### src/rtl/fuente_qos_pkg.sv
// rtl/fuente_qos_pkg.sv - shared parameters, FSM encoding and VC width helper for the qos link
package qos_pkg;

    localparam int QUEUE_QUANTITY = 4;
    localparam int BUF_WIDTH      = 3;
    localparam int CNT_W          = 4;

    typedef enum logic [1:0] {
        IDLE   = 2'd0,
        ENVIAR = 2'd1,
        FIN    = 2'd2,
        ERROR  = 2'd3
    } state_t;

    // A single channel still needs a one-bit id field.
    function automatic int vc_w(input int q);
        return (q > 1) ? $clog2(q) : 1;
    endfunction

    localparam int VC_W = vc_w(QUEUE_QUANTITY);

endpackage

### src/rtl/fuente_qos_if.sv
// rtl/fuente_qos_if.sv - vc_id/data_word link between the traffic source and qos
interface fuente_qos_if import qos_pkg::*; #(
    parameter int QUEUE_QUANTITY = qos_pkg::QUEUE_QUANTITY,
    parameter int BUF_WIDTH      = qos_pkg::BUF_WIDTH
) ();
    localparam int VW = vc_w(QUEUE_QUANTITY);

    logic                      push;
    logic [VW-1:0]             vc_id;
    logic [BUF_WIDTH:0]        data_word;
    logic [QUEUE_QUANTITY-1:0] pausa;
    logic [QUEUE_QUANTITY-1:0] continuar;
    logic [QUEUE_QUANTITY-1:0] error_full;

    modport master (
        output push, vc_id, data_word,
        input  pausa, continuar, error_full
    );

    modport slave (
        input  push, vc_id, data_word,
        output pausa, continuar, error_full
    );

endinterface

### src/rtl/fuente_qos_arbitro_rr.sv
// rtl/fuente_qos_arbitro_rr.sv - combinational round-robin search starting after rr_ptr
module arbitro_rr import qos_pkg::*; #(
    parameter  int QUEUE_QUANTITY = qos_pkg::QUEUE_QUANTITY,
    localparam int VW             = vc_w(QUEUE_QUANTITY)
) (
    input  logic [QUEUE_QUANTITY-1:0] eligible,
    input  logic [VW-1:0]             rr_ptr,
    output logic [VW-1:0]             grant,
    output logic                      grant_valid
);

    always_comb begin
        logic [VW-1:0] idx;
        idx         = '0;
        grant       = '0;
        grant_valid = 1'b0;
        // Walk from the farthest candidate back so the nearest eligible one wins.
        for (int k = QUEUE_QUANTITY; k >= 1; k--) begin
            idx = VW'((int'(rr_ptr) + k) % QUEUE_QUANTITY);
            if (eligible[idx]) begin
                grant       = idx;
                grant_valid = 1'b1;
            end
        end
    end

endmodule

### src/rtl/fuente_qos.sv
// rtl/fuente_qos.sv - per-VC traffic source with round-robin arbitration and pausa/continuar flow control
module fuente_qos import qos_pkg::*; #(
    parameter int QUEUE_QUANTITY = qos_pkg::QUEUE_QUANTITY,
    parameter int BUF_WIDTH      = qos_pkg::BUF_WIDTH,
    parameter int CNT_W          = qos_pkg::CNT_W
) (
    input  logic                              clk,
    input  logic                              rst,
    input  logic                              enb,
    input  logic                              iniciar,
    input  logic [QUEUE_QUANTITY*CNT_W-1:0]   cantidad,
    fuente_qos_if.master                      link,
    output logic                              ocupado,
    output logic                              terminado,
    output logic                              error
);

    localparam int VW = vc_w(QUEUE_QUANTITY);
    localparam int DW = BUF_WIDTH + 1;

    state_t                    state, state_n;
    logic [CNT_W-1:0]          remaining [QUEUE_QUANTITY];
    logic [CNT_W-1:0]          rem_n     [QUEUE_QUANTITY];
    logic [DW-1:0]             seq       [QUEUE_QUANTITY];
    logic [DW-1:0]             seq_n     [QUEUE_QUANTITY];
    logic [QUEUE_QUANTITY-1:0] paused, paused_n, eligible;
    logic [VW-1:0]             rr_ptr, rr_n, grant, vc_q, vc_n;
    logic [DW-1:0]             dw_q, dw_n;
    logic                      grant_valid, push_q, push_n;
    logic                      ocupado_n, term_n, err_n, any_left;

    always_comb begin
        eligible = '0;
        for (int i = 0; i < QUEUE_QUANTITY; i++) begin
            eligible[i] = (remaining[i] != '0) && !paused[i] && !link.pausa[i];
        end
    end

    arbitro_rr #(.QUEUE_QUANTITY(QUEUE_QUANTITY)) u_arbitro (
        .eligible    (eligible),
        .rr_ptr      (rr_ptr),
        .grant       (grant),
        .grant_valid (grant_valid)
    );

    always_comb begin
        state_n   = state;
        rem_n     = remaining;
        seq_n     = seq;
        paused_n  = paused;
        rr_n      = rr_ptr;
        push_n    = 1'b0;
        vc_n      = vc_q;
        dw_n      = dw_q;
        term_n    = 1'b0;
        err_n     = error;
        any_left  = 1'b0;
        case (state)
            IDLE, ERROR: begin
                if (iniciar) begin
                    for (int i = 0; i < QUEUE_QUANTITY; i++) begin
                        rem_n[i] = cantidad[i*CNT_W +: CNT_W];
                        seq_n[i] = '0;
                    end
                    paused_n = '0;
                    err_n    = 1'b0;
                    state_n  = ENVIAR;
                end
            end
            ENVIAR: begin
                if (|link.error_full) begin
                    err_n   = 1'b1;
                    state_n = ERROR;
                end else begin
                    // pausa has priority over continuar on the same channel.
                    for (int i = 0; i < QUEUE_QUANTITY; i++) begin
                        if (link.pausa[i])          paused_n[i] = 1'b1;
                        else if (link.continuar[i]) paused_n[i] = 1'b0;
                    end
                    if (grant_valid) begin
                        push_n       = 1'b1;
                        vc_n         = grant;
                        dw_n         = seq[grant];
                        seq_n[grant] = seq[grant] + DW'(1);
                        rem_n[grant] = remaining[grant] - CNT_W'(1);
                        rr_n         = grant;
                    end
                    for (int i = 0; i < QUEUE_QUANTITY; i++) begin
                        if (rem_n[i] != '0) any_left = 1'b1;
                    end
                    if (!any_left) state_n = FIN;
                end
            end
            FIN: begin
                if (|link.error_full) begin
                    err_n   = 1'b1;
                    state_n = ERROR;
                end else begin
                    term_n  = 1'b1;
                    state_n = IDLE;
                end
            end
            default: state_n = IDLE;
        endcase
        ocupado_n = (state_n == ENVIAR);
    end

    always_ff @(posedge clk or negedge rst) begin
        if (!rst) begin
            state     <= IDLE;
            paused    <= '0;
            rr_ptr    <= VW'(QUEUE_QUANTITY - 1);
            push_q    <= 1'b0;
            vc_q      <= '0;
            dw_q      <= '0;
            ocupado   <= 1'b0;
            terminado <= 1'b0;
            error     <= 1'b0;
            for (int i = 0; i < QUEUE_QUANTITY; i++) begin
                remaining[i] <= '0;
                seq[i]       <= '0;
            end
        end else if (enb) begin
            state     <= state_n;
            paused    <= paused_n;
            rr_ptr    <= rr_n;
            push_q    <= push_n;
            vc_q      <= vc_n;
            dw_q      <= dw_n;
            ocupado   <= ocupado_n;
            terminado <= term_n;
            error     <= err_n;
            for (int i = 0; i < QUEUE_QUANTITY; i++) begin
                remaining[i] <= rem_n[i];
                seq[i]       <= seq_n[i];
            end
        end else begin
            push_q <= 1'b0;
        end
    end

    assign link.push      = push_q;
    assign link.vc_id     = vc_q;
    assign link.data_word = dw_q;

endmodule

### src/flat_wrapper.sv
// flat-port wrapper written by rule: the top's interface ports become plain ports
module fuente_qos_flat import qos_pkg::*;
#(
    parameter int QUEUE_QUANTITY = qos_pkg::QUEUE_QUANTITY,
    parameter int BUF_WIDTH      = qos_pkg::BUF_WIDTH,
    parameter int CNT_W          = qos_pkg::CNT_W
)
  (clk, rst, enb, iniciar, cantidad, ocupado, terminado, error, link_push, link_vc_id, link_data_word, link_pausa, link_continuar, link_error_full);
  fuente_qos_if #(.QUEUE_QUANTITY(QUEUE_QUANTITY), .BUF_WIDTH(BUF_WIDTH)) link_i ();
  input  logic clk;
  input  logic rst;
  input  logic enb;
  input  logic iniciar;
  input  logic [QUEUE_QUANTITY*CNT_W-1:0] cantidad;
  output logic ocupado;
  output logic terminado;
  output logic error;
  output wire logic [$bits(link_i.push)-1:0] link_push;
  output wire logic [$bits(link_i.vc_id)-1:0] link_vc_id;
  output wire logic [$bits(link_i.data_word)-1:0] link_data_word;
  input wire logic [$bits(link_i.pausa)-1:0] link_pausa;
  input wire logic [$bits(link_i.continuar)-1:0] link_continuar;
  input wire logic [$bits(link_i.error_full)-1:0] link_error_full;
  assign link_push = link_i.push;
  assign link_vc_id = link_i.vc_id;
  assign link_data_word = link_i.data_word;
  assign link_i.pausa = link_pausa;
  assign link_i.continuar = link_continuar;
  assign link_i.error_full = link_error_full;
  fuente_qos #(.QUEUE_QUANTITY(QUEUE_QUANTITY), .BUF_WIDTH(BUF_WIDTH), .CNT_W(CNT_W)) u_core (.clk(clk), .rst(rst), .enb(enb), .iniciar(iniciar), .cantidad(cantidad), .link(link_i), .ocupado(ocupado), .terminado(terminado), .error(error));
endmodule
### config.mk
export PLATFORM = sky130hd
export DESIGN_NAME = fuente_qos_flat
export DESIGN_NICKNAME = d
export VERILOG_FILES = /design/src/rtl/fuente_qos_pkg.sv /design/src/rtl/fuente_qos_if.sv /design/src/rtl/fuente_qos_arbitro_rr.sv /design/src/rtl/fuente_qos.sv /design/src/flat_wrapper.sv
export SDC_FILE = /design/constraint.sdc
export NUM_CORES = 1
export LEC_CHECK = 0
export ABC_AREA = 1
export BUFFER_PORTS_ARGS = -buffer_cell sky130_fd_sc_hd__buf_2
export CORE_ASPECT_RATIO = 1.2
export CORE_MARGIN = 1
export CORE_UTILIZATION = 30
export DETAILED_ROUTE_END_ITERATION = 8
export PLACE_DENSITY = 0.46
export SYNTH_ARGS = -nofsm -noshare
export SYNTH_HDL_FRONTEND = slang
export SYNTH_HIERARCHICAL = 1
export SYNTH_SLANG_ARGS = --single-unit
### constraint.sdc
create_clock -name clk -period 4.27 [get_ports clk]
set_input_delay 0.2135 -clock clk [delete_from_list [all_inputs] [get_ports clk]]
set_output_delay 0.2135 -clock clk [all_outputs]
set_load 0.03 [all_outputs]
==> flow_summary.yaml, run 1 <==
yosys:
  synth-simple-area-share: 0.3448
  synth_most_common_cell: "nand2_1"
  yosysTopAreaCellShare: 0.3845
  synth-edff-count: 0
  ys_seq_area_frac: 0.4013
  synth_compound_area_frac: 0.1570
  synth_fa_ha_area_frac: 0.01602
  yosys_warnings: 6
  synth_commonest_cells: "nand2_1 (154), dfrtp_1 (48), o21ai_0 (41), inv_1 (31), nor2_1 (27)"
  synth_top_flop_cell: "dfrtp_1"
  yosys-top-cells-area: "dfrtp_1 (38%), nand2_1 (19%), o21ai_0 (6.6%), nand3_1 (4.2%), inv_1 (3.7%)"
  synthMuxAreaShare: 0
  syn_area_um2: 3124
  syn_area_per_cell_um2: 7.182
  synth.distinct_cells: 39
  synthCells: 435
  synth_top_family_by_area: "simple AND/OR/NAND/NOR gates"
  async_flop_share: 1.000
  ys_ff_latch: 50
  synthXorXnorAreaFrac: 0.005607
  yosysTopAreaCell: "dfrtp_1"
  synth_nets: 471
drt:
  drc_errors: 0
  routed_wl_mm: 8.815
  vias: 3000
  drt-pass1-iter-count: 4
  via_per_inst: 4.975
  drt-wirelength-per-cell_um: 14.62
  final_antenna_net_count: 0
  drt-initial-drc-count: 149
clock_network:
  htree_levels: 2
  clock_latency_ns: 0.29
  ctsLongestPathBuffers: 2
  ctsResizeCount: 0
  clock-root-buffer: "clkbuf_16"
  numCtsBuffers: 5
  cts_post_setup_buffers_inserted: 0
  postCtsHoldBufs: 0
  clkSinkCount: 50
  cts.clk_slew.worst_paths_ns: 0.07
  cts_tree: "yes"
final_layout:
  num_antenna_cells: 0
  nNetsFinal: 512
  drive_above_1_share: 0.1845
  area_delta_synth_final_pct: 16.14
grt:
  antenna_found_initial: 0
  grt_pass1_wl_mm: 14.46
  grt_max_degree: 51
  grt.overflow.total: 0
  grtUsageTotal: 0.1756
  grt_pass1_vias: 2874
worst_setup_path:
  critPathSlowestCell: "dfrtp_1"
  cp_data_arrival_time_ns: 4.01
  cp_top_family: "simple AND/OR/NAND/NOR gates"
  cp-end-kind: "flop"
  critPathRequiredTime_ns: 4.46
  slowest_delay_ns: 0.41
  crit_path_start_kind: "flop"
  path_buf_inv: 2
  crit_type: "flop to flop"
  crit_top_cell: "nand2_1"
  crit_fanout: 14
die:
  floorplan.initialDensity: 0.3106
  core_um2: 10060
  ios: 42
  row_count: 40
  die-area_um2: 10830
  die_h_um: 113.8
  die_w_um: 95.16
sta:
  worstMarginPinSlew_ns: 0.8675
  final-setup-viol-count: 0
  rsz0062_at_grt: "no"
  fmax_mhz: 262.1
  skew_ns: 0.007454
  relSlewSlack: 0.4210
  hold_viol_final: 0
  fin_crit_ns: 3.816
  layout_worst_path_cycle_share: 0.8936
  setup_tns_ns: 0
  slew_violations: 0
placed_design:
  portBuffers: 41
  place_congestion: 0.8929
  post-dp-hpwl_mm: 6.472
run:
  cap_viol_max_count: 0
worst_hold_path:
  min_path_type: "input pin to async pin"
run_status:
  run_status: "finished clean"
cell usage in the layout, fill, tap and decap left out, types with 4 or more instances in the layout:
cell type	netlist	final
nand2_1	154	154
dfrtp_1	48	48
buf_2	1	41
o21ai_0	41	41
inv_1	31	31
nor2_1	27	27
nand3_1	26	26
o21ai_1	21	21
inv_2	7	7
nand2_2	7	7
clkbuf_16	0	5
nor2_4	5	5
nor3_1	5	5
a22o_1	5	5
buf_4	1	5
a22oi_1	4	4
nor4_1	4	4
o211ai_1	4	4
ha_1	4	4
worst paths after layout:
path	startpoint	end	slack (ns)	cells after the start
worst max register to register	u_core/remaining[0]	u_core/ocupado	0.45	27
max in group asynchronous	rst	u_core/seq[0]	3.76	2
worst min-delay path	rst	u_core/remaining[7]	0.03	2
min in group clk	enb	u_core/state[0]	0.15	2
worst max-delay path	u_core/remaining[0]	u_core/ocupado	0.45	27
worst min register to register	u_core/link.vc_id[1]	u_core/link.vc_id[1]	0.47	2
state kept, by name, summed over array words and instances, names as in the netlist:
| register | cells |
|---|---|
| u_core/link.data_word | 4 |
| u_core/rr_ptr | 2 |
| u_core/link.vc_id | 2 |
| u_core/terminado | 1 |
| u_core/seq | 16 |
| u_core/state | 2 |
| u_core/remaining | 16 |
| u_core/link.push | 1 |
| u_core/ocupado | 1 |
| u_core/paused | 4 |
| u_core/error | 1 |
worst register-to-register path: stages, from the launching register on:
cell and delay [ns]:
dfrtp_1 0.41, nor4_1 0.36, nor3_1 0.12, inv_1 0.07, nand2_1 0.06, nand2_1 0.11, and2_4 0.15, nor2_2 0.03
nand3_1 0.07, nand2_1 0.31, inv_2 0.29, nand3_1 0.10, nand2_1 0.14, nor2_4 0.08, ha_1 0.21, nand3b_1 0.23
nand3_1 0.13, nand2_1 0.08, nor2_1 0.17, nand2_1 0.07, nor2_1 0.09, nand3_1 0.10, nand2_1 0.07, nand2_1 0.05
nand2_1 0.08, nor2_1 0.05, nand2_1 0.05, nand2_1 0.04
stage by stage:
| stage | area [µm²] | hold slack (ns) | cells | utilization | setup WS (ns) |
|---|---|---|---|---|---|
| after global routing | 3628 | 0.09767 | 603 | 0.3607 | 0.03760 |
| after detailed placement | 3461 | 0.3829 | 595 | 0.3440 | 0.4537 |
| after global placement | 3461 | 0.3894 | 595 | 0.3440 | 0.5057 |
| final | 3628 | 0.03289 | 603 | 0.3607 | 0.4544 |
| after floorplan | 3124 | -0.08209 | 435 | - | 1.186 |
| after CTS | 3628 | 0.06595 | 603 | 0.3607 | 0.4352 |
logic make-up after synthesis:
group / after synthesis
adders and majority gates: 4
buffers and inverters: 52
xor gates and xnor gates: 2
AOI/OAI and AO/OA: 86
DFF: 50
and+or+nand+nor: 241
routing by layer:
layer,up-vias,GRT usage,part of all wire
met5,-,0,0
met4,0,0.07071,0.021
met3,11,0.03133,0.047
met2,66,0.2752,0.47
met1,1420,0.2371,0.46
li1,1503,-,-
area by class of cell:
type,instances,area (µm²)
well taps,126,157.7
fillers,1079,6431
clock buffers,6,128.9
flip-flops and latches,50,1254
repair buffers,46,242.7
inverters,40,162.7
clock inverters,2,38.79
multi-input cells,333,1644
Power of run 1 is left out: the tool's default activity adds up to more than one toggle a clock period on the data nets, which glitch-free logic cannot reach.
==> inputs of run 2 (changes only) <==
- BUFFER_PORTS_ARGS: -buffer_cell sky130_fd_sc_hd__buf_2 -> -buffer_cell sky130_fd_sc_hd__buf_4
==> run 2 against run 1 <==
Against the previous run:
- final area rose by 3.2%
- count of clock-buffer cells in the layout fell by 1
- cell count did not move
- largest cell class unchanged
- register-to-register slack improved by 0.07 ns
- core utilization rose by 1.1 points
- die area did not move
==> flow_summary.yaml, run 2 (synthesis results as in run 1) <==
grt:
  grt_use_met3: 0.02867
  globalRouteMet2Util: 0.2943
  grt_pass1_vias: 2969
  grtUsageTotal: 0.1811
  met1_usage: 0.2435
  antenna_found_initial: 0
  busiest_layer: "met2"
  grt_max_degree: 51
  grt_pass1_wl_mm: 14.81
  grt.overflow.total: 0
final_layout:
  num_antenna_cells: 0
  top_regs: "u_core/remaining (16), u_core/seq (16)"
  seqCellArea_um2: 1254
  final_common_cell: "nand2_1"
  final_cell_mix: "nand2_1 (152), dfrtp_1 (48), buf_4 (45)"
  drive_above_1_share: 0.1887
  final_area_um2: 3744
  nNetsFinal: 512
  n_fill_cell: 1056
  area_delta_synth_final_pct: 19.82
  multi_input_area_um2: 1649
drt:
  via_per_inst: 4.955
  drt-initial-drc-count: 190
  final_antenna_net_count: 0
  drt-pass1-iter-count: 5
  drt-wirelength-per-cell_um: 14.94
  vias: 2988
  routed_wl_mm: 9.011
  drc_errors: 0
placed_design:
  place_congestion: 0.8750
  portBuffers: 41
  post-dp-hpwl_mm: 6.684
  dp_slack_ns: 0.3646
  place_area_um2: 3556
clock_network:
  cts_tree: "yes"
  htree_levels: 2
  clock-root-buffer: "clkbuf_16"
  numCtsBuffers: 5
  cts.clk_slew.worst_paths_ns: 0.07
  clkSinkCount: 50
  ctsLongestPathBuffers: 2
  clock_latency_ns: 0.29
die:
  die-area_um2: 10830
  ios: 42
  row_count: 40
  die_w_um: 95.16
  floorplan.initialDensity: 0.3106
  core_um2: 10060
  die_h_um: 113.8
worst_setup_path:
  cp-end-kind: "flop"
  crit_top_cell: "nand2_1"
  slowest_delay_ns: 0.43
  crit_fanout: 11
  critPathSlowestCell: "dfrtp_1"
  crit_type: "flop to flop"
  critPathRequiredTime_ns: 4.46
  crit_path_start_kind: "flop"
  cp_data_arrival_time_ns: 3.93
worst_hold_path:
  min_path_type: "input pin to flop"
sta:
  hold_viol_final: 0
  holdWs_ns: 0.1171
  rsz0062_at_grt: "no"
  setup_tns_ns: 0
  slew_violations: 0
  fmax_mhz: 267.2
  fin_crit_ns: 3.743
  worstMarginPinSlew_ns: 0.6836
  layout_setup_ws_ns: 0.5271
  relSlewSlack: 0.5443
  final-setup-viol-count: 0
  skew_ns: 0.003092
  layout_worst_path_cycle_share: 0.8766
run_status:
  run_status: "finished clean"
run:
  cap_viol_max_count: 0
==> run 2: cell types whose count changed in the layout (fill, tap and decap cells not counted) <==
cell           previous run  this run
clkbuf_1                  1         0
buf_4                     5        45
nand2_2                   7         9
buf_2                    41         0
nand2_1                 154       152
dlygate4sd3_1             0         1
inv_6                     0         1
==> run 2: cell type report <==
class	count	share of cell area
Multi-Input combinational cell	333	0.4405
Sequential cell	50	0.3349
Timing Repair Buffer	46	0.09291
Inverter	40	0.04345
Tap cell	126	0.04211
Clock buffer	5	0.03342
Clock inverter	3	0.01270
==> run 2: final timing paths <==
check,startpoint,to,slack (ns),cells past startpoint
worst max register to register,u_core/remaining[0],u_core/ocupado,0.53,27
worst min register to register,u_core/link.vc_id[0],u_core/link.vc_id[0],0.48,2
max in group asynchronous,rst,u_core/seq[14],3.32,2
worst max-delay path,u_core/remaining[0],u_core/ocupado,0.53,27
worst min-delay path,enb,u_core/state[0],0.12,2
min in group asynchronous,rst,u_core/remaining[7],0.49,2
==> run 2: timing repair <==
action,CTS,global route
hold endpoints to repair,19,0
setup endpoints to repair,0,3
gates resized for setup,0,2
setup buffers,0,0
hold buffers,1,0
==> run 2: through the flow <==
stage	utilization	instances
finish	0.3721	603
global route	0.3721	603
CTS	0.3716	603
detailed placement	0.3535	594
global placement	0.3535	594
floorplan	-	435
==> run 2: layer usage <==
layer | share of wire | wire [µm] | vias up
li1 | - | - | 1514
met1 | 0.47 | 4259 | 1384
met2 | 0.47 | 4256 | 83
met3 | 0.043 | 387 | 7
met4 | 0.012 | 107 | 0
met5 | 0 | 0 | -
==> run 2: worst max-delay path: cells and delay by family, from the launching register on <==
| family | cells | cell delay [ns] |
|---|---|---|
| fa+ha+maj | 1 | 0.20 |
| flops | 1 | 0.43 |
| buf+inv | 1 | 0.07 |
| simple gates | 25 | 2.94 |
Power of run 2 is left out for the same reason.
